File: config.mk
export PLATFORM = sky130hd
export DESIGN_NAME = wave_seq_ctrl
export DESIGN_NICKNAME = d
export VERILOG_FILES = /design/src/rtl/wave_ctrl_pkg.sv /design/src/rtl/wave_step_timer.sv /design/src/rtl/wave_seq_ctrl.sv
export SDC_FILE = /design/constraint.sdc
export NUM_CORES = 1
export LEC_CHECK = 0
export CELL_PAD_IN_SITES_DETAIL_PLACEMENT = 2
export CELL_PAD_IN_SITES_GLOBAL_PLACEMENT = 2
export CORE_UTILIZATION = 35
export CTS_BUF_LIST = sky130_fd_sc_hd__clkbuf_8
export DETAILED_ROUTE_END_ITERATION = 8
export GPL_ROUTABILITY_DRIVEN = 0
export PLACE_DENSITY = 0.72
export SYNTH_ARGS = -nofsm -noshare
export SYNTH_HDL_FRONTEND = slang
export SYNTH_HIERARCHICAL = 1
export SYNTH_SLANG_ARGS = --single-unit
File: constraint.sdc
create_clock -name clk -period 4.6 [get_ports clk]
set_input_delay 0.92 -clock clk [delete_from_list [all_inputs] [get_ports clk]]
set_output_delay 0.92 -clock clk [all_outputs]
set_load 0.01 [all_outputs]
File: src/rtl/wave_ctrl_pkg.sv
// Shared constants for the sine-ROM waveform sequencer: register map, CTRL bits, FSM states.
package wave_ctrl_pkg;
  localparam int unsigned DEFAULT_DIV = 64000;

  localparam logic [1:0] ADDR_CTRL     = 2'd0;
  localparam logic [1:0] ADDR_STEP_DIV = 2'd1;
  localparam logic [1:0] ADDR_BURST_N  = 2'd2;
  localparam logic [1:0] ADDR_PHASE    = 2'd3;

  localparam int CTRL_START   = 0;
  localparam int CTRL_STOP    = 1;
  localparam int CTRL_MODE    = 2;
  localparam int CTRL_WSEL_LO = 4;

  typedef enum logic [1:0] {
    ST_IDLE = 2'd0,
    ST_ARM  = 2'd1,
    ST_RUN  = 2'd2,
    ST_DONE = 2'd3
  } state_e;
endpackage

File: src/rtl/wave_step_timer.sv
// Step divider: counts clk cycles per ROM step and ticks on the last one.
// The programmed divider is only picked up on load or at a step boundary.
module wave_step_timer #(
  parameter int DIV_W = 32
) (
  input  logic             clk,
  input  logic             rst_n,
  input  logic             load_i,
  input  logic             run_i,
  input  logic [DIV_W-1:0] div_i,
  output logic             tick_o
);
  logic [DIV_W-1:0] cnt_q, cnt_d;
  logic [DIV_W-1:0] active_q, active_d;
  logic [DIV_W-1:0] div_eff;

  assign div_eff = (div_i == '0) ? DIV_W'(1) : div_i;
  assign tick_o  = run_i && (cnt_q == active_q - DIV_W'(1));

  always_comb begin
    cnt_d    = cnt_q;
    active_d = active_q;
    if (load_i) begin
      cnt_d    = '0;
      active_d = div_eff;
    end else if (!run_i) begin
      cnt_d = '0;
    end else if (tick_o) begin
      // shadowed divider takes effect only here, so a step in flight keeps its length
      cnt_d    = '0;
      active_d = div_eff;
    end else begin
      cnt_d = cnt_q + DIV_W'(1);
    end
  end

  always_ff @(posedge clk or negedge rst_n) begin
    if (!rst_n) begin
      cnt_q    <= '0;
      active_q <= DIV_W'(1);
    end else begin
      cnt_q    <= cnt_d;
      active_q <= active_d;
    end
  end
endmodule

File: src/rtl/wave_seq_ctrl.sv
// Waveform sequencer: host register file, run/burst FSM and ROM address counter.
// All strobes and status outputs are registered.
module wave_seq_ctrl #(
  parameter int unsigned DEFAULT_DIV = wave_ctrl_pkg::DEFAULT_DIV,
  parameter int          DIV_W       = 32,
  parameter int          BURST_W     = 16
) (
  input  logic        clk,
  input  logic        rst_n,
  input  logic        cmd_valid,
  output logic        cmd_ready,
  input  logic [1:0]  cmd_addr,
  input  logic [31:0] cmd_data,
  output logic [7:0]  rom_addr,
  output logic        step_pulse,
  output logic        sync_pulse,
  output logic [1:0]  wave_sel,
  output logic        busy,
  output logic        done_pulse
);
  import wave_ctrl_pkg::*;

  state_e             state_q;
  logic [DIV_W-1:0]   step_div_q;
  logic [BURST_W-1:0] burst_n_q, periods_q, periods_inc, burst_eff;
  logic [7:0]         phase_q, rom_addr_q, rom_addr_inc;
  logic               mode_q;
  logic [1:0]         wave_sel_q;
  logic               step_q, sync_q, done_q, busy_q;
  logic               wr, start_cmd, stop_cmd, tick;

  assign cmd_ready    = (state_q != ST_ARM);
  assign wr           = cmd_valid && cmd_ready;
  assign start_cmd    = wr && (cmd_addr == ADDR_CTRL) && cmd_data[CTRL_START];
  assign stop_cmd     = wr && (cmd_addr == ADDR_CTRL) && cmd_data[CTRL_STOP];
  assign burst_eff    = (burst_n_q == '0) ? BURST_W'(1) : burst_n_q;
  assign rom_addr_inc = rom_addr_q + 8'd1;
  assign periods_inc  = periods_q + BURST_W'(1);

  wave_step_timer #(.DIV_W(DIV_W)) u_step_timer (
    .clk    (clk),
    .rst_n  (rst_n),
    .load_i (state_q == ST_ARM),
    .run_i  (state_q == ST_RUN),
    .div_i  (step_div_q),
    .tick_o (tick)
  );

  always_ff @(posedge clk or negedge rst_n) begin
    if (!rst_n) begin
      state_q    <= ST_IDLE;
      step_div_q <= DIV_W'(DEFAULT_DIV);
      burst_n_q  <= BURST_W'(1);
      phase_q    <= '0;
      mode_q     <= 1'b0;
      wave_sel_q <= '0;
      rom_addr_q <= '0;
      periods_q  <= '0;
      step_q     <= 1'b0;
      sync_q     <= 1'b0;
      done_q     <= 1'b0;
      busy_q     <= 1'b0;
    end else begin
      step_q <= 1'b0;
      sync_q <= 1'b0;
      done_q <= 1'b0;

      if (wr) begin
        case (cmd_addr)
          ADDR_CTRL: begin
            mode_q     <= cmd_data[CTRL_MODE];
            wave_sel_q <= cmd_data[CTRL_WSEL_LO +: 2];
          end
          ADDR_STEP_DIV: step_div_q <= cmd_data[DIV_W-1:0];
          ADDR_BURST_N:  burst_n_q  <= cmd_data[BURST_W-1:0];
          default:       phase_q    <= cmd_data[7:0];
        endcase
      end

      case (state_q)
        ST_IDLE, ST_DONE: begin
          done_q <= (state_q == ST_DONE);
          if (start_cmd && !stop_cmd) begin
            state_q <= ST_ARM;
            busy_q  <= 1'b1;
          end else begin
            state_q <= ST_IDLE;
            busy_q  <= 1'b0;
          end
        end
        ST_ARM: begin
          rom_addr_q <= phase_q;
          periods_q  <= '0;
          state_q    <= ST_RUN;
          busy_q     <= 1'b1;
        end
        ST_RUN: begin
          // stop beats both a restart and a coincident step boundary
          if (stop_cmd) begin
            state_q <= ST_IDLE;
            busy_q  <= 1'b0;
          end else if (start_cmd) begin
            state_q <= ST_ARM;
          end else if (tick) begin
            rom_addr_q <= rom_addr_inc;
            step_q     <= 1'b1;
            if (rom_addr_inc == phase_q) begin
              sync_q    <= 1'b1;
              periods_q <= periods_inc;
              if (mode_q && (periods_inc >= burst_eff)) begin
                state_q <= ST_DONE;
                busy_q  <= 1'b0;
              end
            end
          end
        end
        default: begin
          state_q <= ST_IDLE;
          busy_q  <= 1'b0;
        end
      endcase
    end
  end

  assign rom_addr   = rom_addr_q;
  assign step_pulse = step_q;
  assign sync_pulse = sync_q;
  assign wave_sel   = wave_sel_q;
  assign busy       = busy_q;
  assign done_pulse = done_q;
endmodule

=== Word level (Yosys, flattened, before mapping) ===
Index checks and enable logic that the tools add are counted.

* Multiplexer cells: 41
* Div/mod/pow operators: 0
* Bitwise gates (word level): 1
* Order comparisons: 1
* Equal/unequal tests: 19
* Shift-type cells: 0
* Multipliers: 0
* $add $sub $neg: 4
* Reductions and logical operators: 25

{| class="wikitable"
|+ Operator list
! kind !! count
|-
| $mux 32 || 7
|-
| $mux 16 || 5
|-
| $add 32x1->32 const B || 1
|-
| $eq 32x32->1 || 1
|-
| $logic_not 32->1 || 1
|-
| $pmux 16 s2 || 1
|-
| $sub 32x1->32 const B || 1
|-
| $mux 8 || 3
|-
| $mux 1 || 17
|-
| $add 16x1->16 const B || 1
|-
| $ge 16x16->1 || 1
|-
| $logic_not 16->1 || 1
|-
| $pmux 8 s2 || 1
|-
| $ne 3x3->1 const B || 4
|-
| $ne 4x4->1 const B || 3
|-
| $mux 2 || 5
|-
| $reduce_and 2->1 || 5
|-
| $add 8x1->8 const B || 1
|-
| $eq 8x8->1 || 1
|-
| $ne 2x2->1 const B || 4
|-
| $reduce_and 4->1 || 2
|-
| $logic_and 1x1->1 || 7
|-
| $eq 2x2->1 const B || 3
|-
| $pmux 2 s3 || 1
|-
| other kinds (11) || 14
|}

* Memory bits (writable): 0
* Bits in read-only memories: 0
* Register bits: 153
* Bits in latches: 0
* Memories: 0

=== Logic depth before layout (Yosys ltp) ===
* Depth in word-level cells: 10
* Depth in mapped cells: 16
* Mapped depth without buffers: 14

=== By module ===
The synthesis kept the hierarchy.

{| class="wikitable"
|+ Modules (own cells, without submodules)
! module !! area an instance (um^2) !! cells each !! sequential area each (um^2) !! instances
|-
| wave_seq_ctrl || 4674.5 || 446 || 2235.9 || 1
|-
| wave_step_timer || 4127.7 || 430 || 1602.8 || 1
|}

=== Worst setup path before layout ===
Ideal clock, no wire load.

* Path type: flip-flop to flip-flop
* Start: register u_step_timer.active_q[0]
* End: register periods_q[10]
* Arrival: 3.583 ns
* Data required time: 4.483 ns
* Period minus slack after synthesis: 3.699 ns
* Slack: 0.901 ns
* Library setup time: 0.117 ns
* Buffers on the path: 2
* Stages on the path, launching flop included: 17
* Path through: dfstp_2 > inv_1 > ha_1 > nor3b_1 > nand4_1 > nor3_2 > or4_1 > a211o_1 > a21boi_2 > and4_1 > and3_1 > inv_1 > or4_4 > buf_6 > buf_6 > nand3_2 > nand2_1

* Word-level cells in the longest chain between the ends: 5

{| class="wikitable"
|+ Ends and longest elaborated chain
! element !! line !! source
|-
| start, declared || wave_step_timer.sv:14 || <nowiki>logic [DIV_W-1:0] active_q, active_d;</nowiki>
|-
| start signal, assigned || wave_step_timer.sv:43 || <nowiki>active_q <= active_d;</nowiki>
|-
| $sub 32x1->32 || wave_step_timer.sv:18 || <nowiki>assign tick_o = run_i && (cnt_q == active_q - DIV_W'(1));</nowiki>
|-
| $eq 32x32->1 || wave_step_timer.sv:18 ||
|-
| $logic_and 1x1->1 || wave_step_timer.sv:18 ||
|-
| net tick || wave_seq_ctrl.sv:30 || <nowiki>logic wr, start_cmd, stop_cmd, tick;</nowiki>
|-
| $ne 2x2->1 (no line) || n/a ||
|-
| $reduce_and 5->1 (no line) || n/a ||
|-
| end signal, assigned || wave_seq_ctrl.sv:109 || <nowiki>periods_q <= periods_inc;</nowiki>
|-
| end, declared || wave_seq_ctrl.sv:25 || <nowiki>logic [BURST_W-1:0] burst_n_q, periods_q, periods_inc, burst_eff;</nowiki>
|}

The timed path passes the listed nets, and every way through them passes these cells.
A chain may end at the register's enable or synchronous reset.

=== Worst setup path in the final report ===
* Start: register u_step_timer.active_q[11]
* End: register periods_q[13]

The elaborated chain is that of the path after synthesis.

==> impl_metrics.tcl <==
set metrics [dict create \
    ys.flop_type "dfrtp_1" \
    hpwlAfterDp_um 19010 \
    antenna_found_initial 0 \
    clkSlewWorstSetupHoldPaths_ns 0.11 \
    n_antenna_cell 0 \
    route.met2.wl_um 12090 \
    cts-hold-fix-buffers 0 \
    crit_top_cell "and4_1" \
    synthDistinctLibCells 72 \
    ys_top_cells_by_count "dfrtp_1, nand2_1, xnor2_1, nor2_1, nand3_1" \
    crit_path_max_fanout 17 \
    highest_layer "met4" \
    async_reset_ff_frac 1.000 \
    critical-path-top-delay-family "simple AND/OR/NAND/NOR gates" \
    yosysTopAreaCell "dfrtp_1" \
    switching_power_mw 1.726 \
    syn_area_per_cell_um2 10.05 \
    wl_met3_um 492 \
    syn-instance-count 876 \
    io_buffers 51 \
    leakagePower_nw 4.167 \
    drive_gt1_frac 0.1432 \
    timing.fmax_mhz 235.7 \
    min_path_type "in -> async" \
    cp.arrival_ns 4.62 \
    routed_via_density 5.403 \
    netlist_top_cells_area "dfrtp_1, mux2_2, xnor2_1" \
    cp_cell_sequence "nor4_2 -> and4_1 -> nand2_1 -> or4_1 -> a211o_1 -> a21boi_2 -> and4_1 -> and3_1 -> inv_1 -> or4_4 -> a31o_1" \
    vias 6808 \
    cp-end-kind "register" \
    rsz0062_at_grt "false" \
    routed_wl_um 25680 \
    post_dp_cell_area_um2 9726 \
    finalHoldViolations 0 \
    cts_setup_buffers 0 \
    slew_viol_final 0 \
    m1WireLength_um 12900 \
    max_stage_delay_ns 0.71 \
    area_growth_syn_to_layout_pct 15.35 \
    wl_per_cell_um 20.38 \
    power.density_nw_per_um2 430.2 \
    drtIter0Drc 289 \
    cts_made_buffers 17 \
    syn_area_um2 8802 \
    relSlewSlack 0.4158 \
    initial_core_util 0.3598 \
    peakVddDrop_v 0.0002104 \
    grt_pass1_wl_um 42510 \
    fp-row-count 57 \
    chipWidth_um 160.6 \
    synth.most_common_cell "dfrtp_1" \
    synth-seq-area-share 0.4361 \
    seq_power_share 0.458 \
    synth_warnings 6 \
    crit_required_ns 4.97 \
    drcViolationCount 0 \
    finalSetupTns_ns 0 \
    critPathBufInv 1 \
    pwr-share-clk 0.250 \
    crit_slowest_cell "or4_4" \
    min_period_ns 4.242 \
    die-area_um2 25790 \
    max-cap-violations 0 \
    switching_share 0.3951 \
    grt_pass1_vias 7537 \
    cts_buffer_depth 2 \
    cts_resized 0 \
    clock_sinks 153 \
    start_kind "register" \
    fin_crit_sh 0.9221 \
    coreArea_um2 24460 \
    synth-seq-cells 153 \
    clk_latency_ns 0.48 \
    synth_top_area_share 0.4122 \
    synth_fp_nets 936 \
    pin_count 52 \
    final_cell_area_um2 10150 \
    worst_pin_slew_ns 0.8763 \
    ant_nets 0 \
    skew_ns 0.02940 \
    nets 983 \
    synth_edf_count 0 \
    setup_viol 0 \
    die_h_um 160.6 \
    p_int_mw 2.642 \
    status "completed" \
    n_fill_cell 2639 \
    worst-setup-path-type "reg -> reg" \
    combPwrFrac 0.292 \
    cts_root_buffer "clkbuf_8" \
    cts_tree "done" \
    dr.pass1.iters 4 \
    htree_levels 4 \
    grt_start_max_net_pins 87 \
    gr-total-overflow 0 \
    grtUsageTotal 0.2108 \
]
cells by family (layout without fill, tap and decap cells):
| family | Yosys count | count (layout) | synth area share |
|---|---|---|---|
| AOI/OAI and AO/OA | 94 | 94 | 0.07264 |
| xor gates and xnor gates | 95 | 95 | 0.09453 |
| adders and majority gates | 23 | 23 | 0.03269 |
| buffers and inverters | 70 | 130 | 0.03369 |
| DFF | 153 | 153 | 0.4361 |
| muxes | 84 | 84 | 0.1062 |
| and+or+nand+nor | 357 | 357 | 0.2242 |
flip-flops by register name, summed over array words and instances (netlist names), 8 cells and up:
name,cells
step_div_q,32
u_step_timer/active_q,32
u_step_timer/cnt_q,32
burst_n_q,16
periods_q,16
phase_q,8
rom_addr,8
power groups by stage:
stage                     Sequential, mW  Clock (mW)  Combinational, mW
final                               2.00        1.09               1.28
after global routing                2.05        1.17               1.41
after CTS                           2.00        1.13               1.29
after detailed placement            2.02           0               1.27
after global placement              2.01           0               1.22
after floorplan                     1.85           0              0.905
layout make-up:
class / count / area [um^2] / area share
Inverter: 31 / 116.4 / 0.01146
Multi-Input combinational cell: 653 / 4713 / 0.4642
Tap cell: 324 / 405.4 / 0.03993
Sequential cell: 153 / 3839 / 0.3781
Timing Repair Buffer: 67 / 656.9 / 0.06469
Clock buffer: 17 / 234.0 / 0.02304
Clock inverter: 15 / 188.9 / 0.01861
worst paths after layout:
check,startpoint,end,slack (ns),depth (start not counted)
worst max register to register,u_step_timer/active_q[11]$_DFFE_PN0P_,periods_q[13]$_DFFE_PN0P_,0.36,11
max in group asynchronous,rst_n,step_div_q[15]$_DFFE_PN1P_,3.17,2
worst max-delay path,u_step_timer/active_q[11]$_DFFE_PN0P_,periods_q[13]$_DFFE_PN0P_,0.36,11
worst min-delay path,rst_n,rom_addr[6]$_DFFE_PN0P_,0.50,1
worst min register to register,wave_sel[0]$_DFFE_PN0P_,wave_sel[0]$_DFFE_PN0P_,0.52,1
min in group clk,wave_sel[0]$_DFFE_PN0P_,wave_sel[0]$_DFFE_PN0P_,0.52,1
metal layers:
metal,track usage,vias to the layer above
li1,-,3234
met1,0.3006,3501
met2,0.3428,60
met3,0.02505,13
met4,0.04372,0
met5,0,-
cells in the final DEF (no fill, tap or decap), drive strengths merged, types with 6 or more instances in the layout:
cell type        n
dfrtp          145
nand2           82
mux2            75
nand3           56
xnor2           52
clkdlybuf4s50   50
nor2            48
nor3            46
xor2            43
inv             40
nor4            28
o21ai           27
ha              23
nand4           19
clkbuf          17
buf             17
a21oi           15
nand2b          11
and4            11
and3             9
mux2i            9
dfstp            8
nor2b            7
or4              7
a31oi            6
or2              6
clkinv           6
metrics by stage:
stage / hold slack (ns) / setup slack (ns) / util / power, mW / instances
after global placement: 0.4897 / 0.4256 / 0.3976 / 3.234 / 1228
after detailed placement: 0.4980 / 0.1544 / 0.3976 / 3.296 / 1228
after floorplan: 0.4736 / 0.9005 / - / 2.758 / 876
after CTS: 0.5227 / 0.1666 / 0.4149 / 4.419 / 1260
after global routing: 0.5407 / 0.03905 / 0.4151 / 4.638 / 1260
final: 0.4974 / 0.3581 / 0.4151 / 4.368 / 1260
Power figures use the tool's default switching activity.
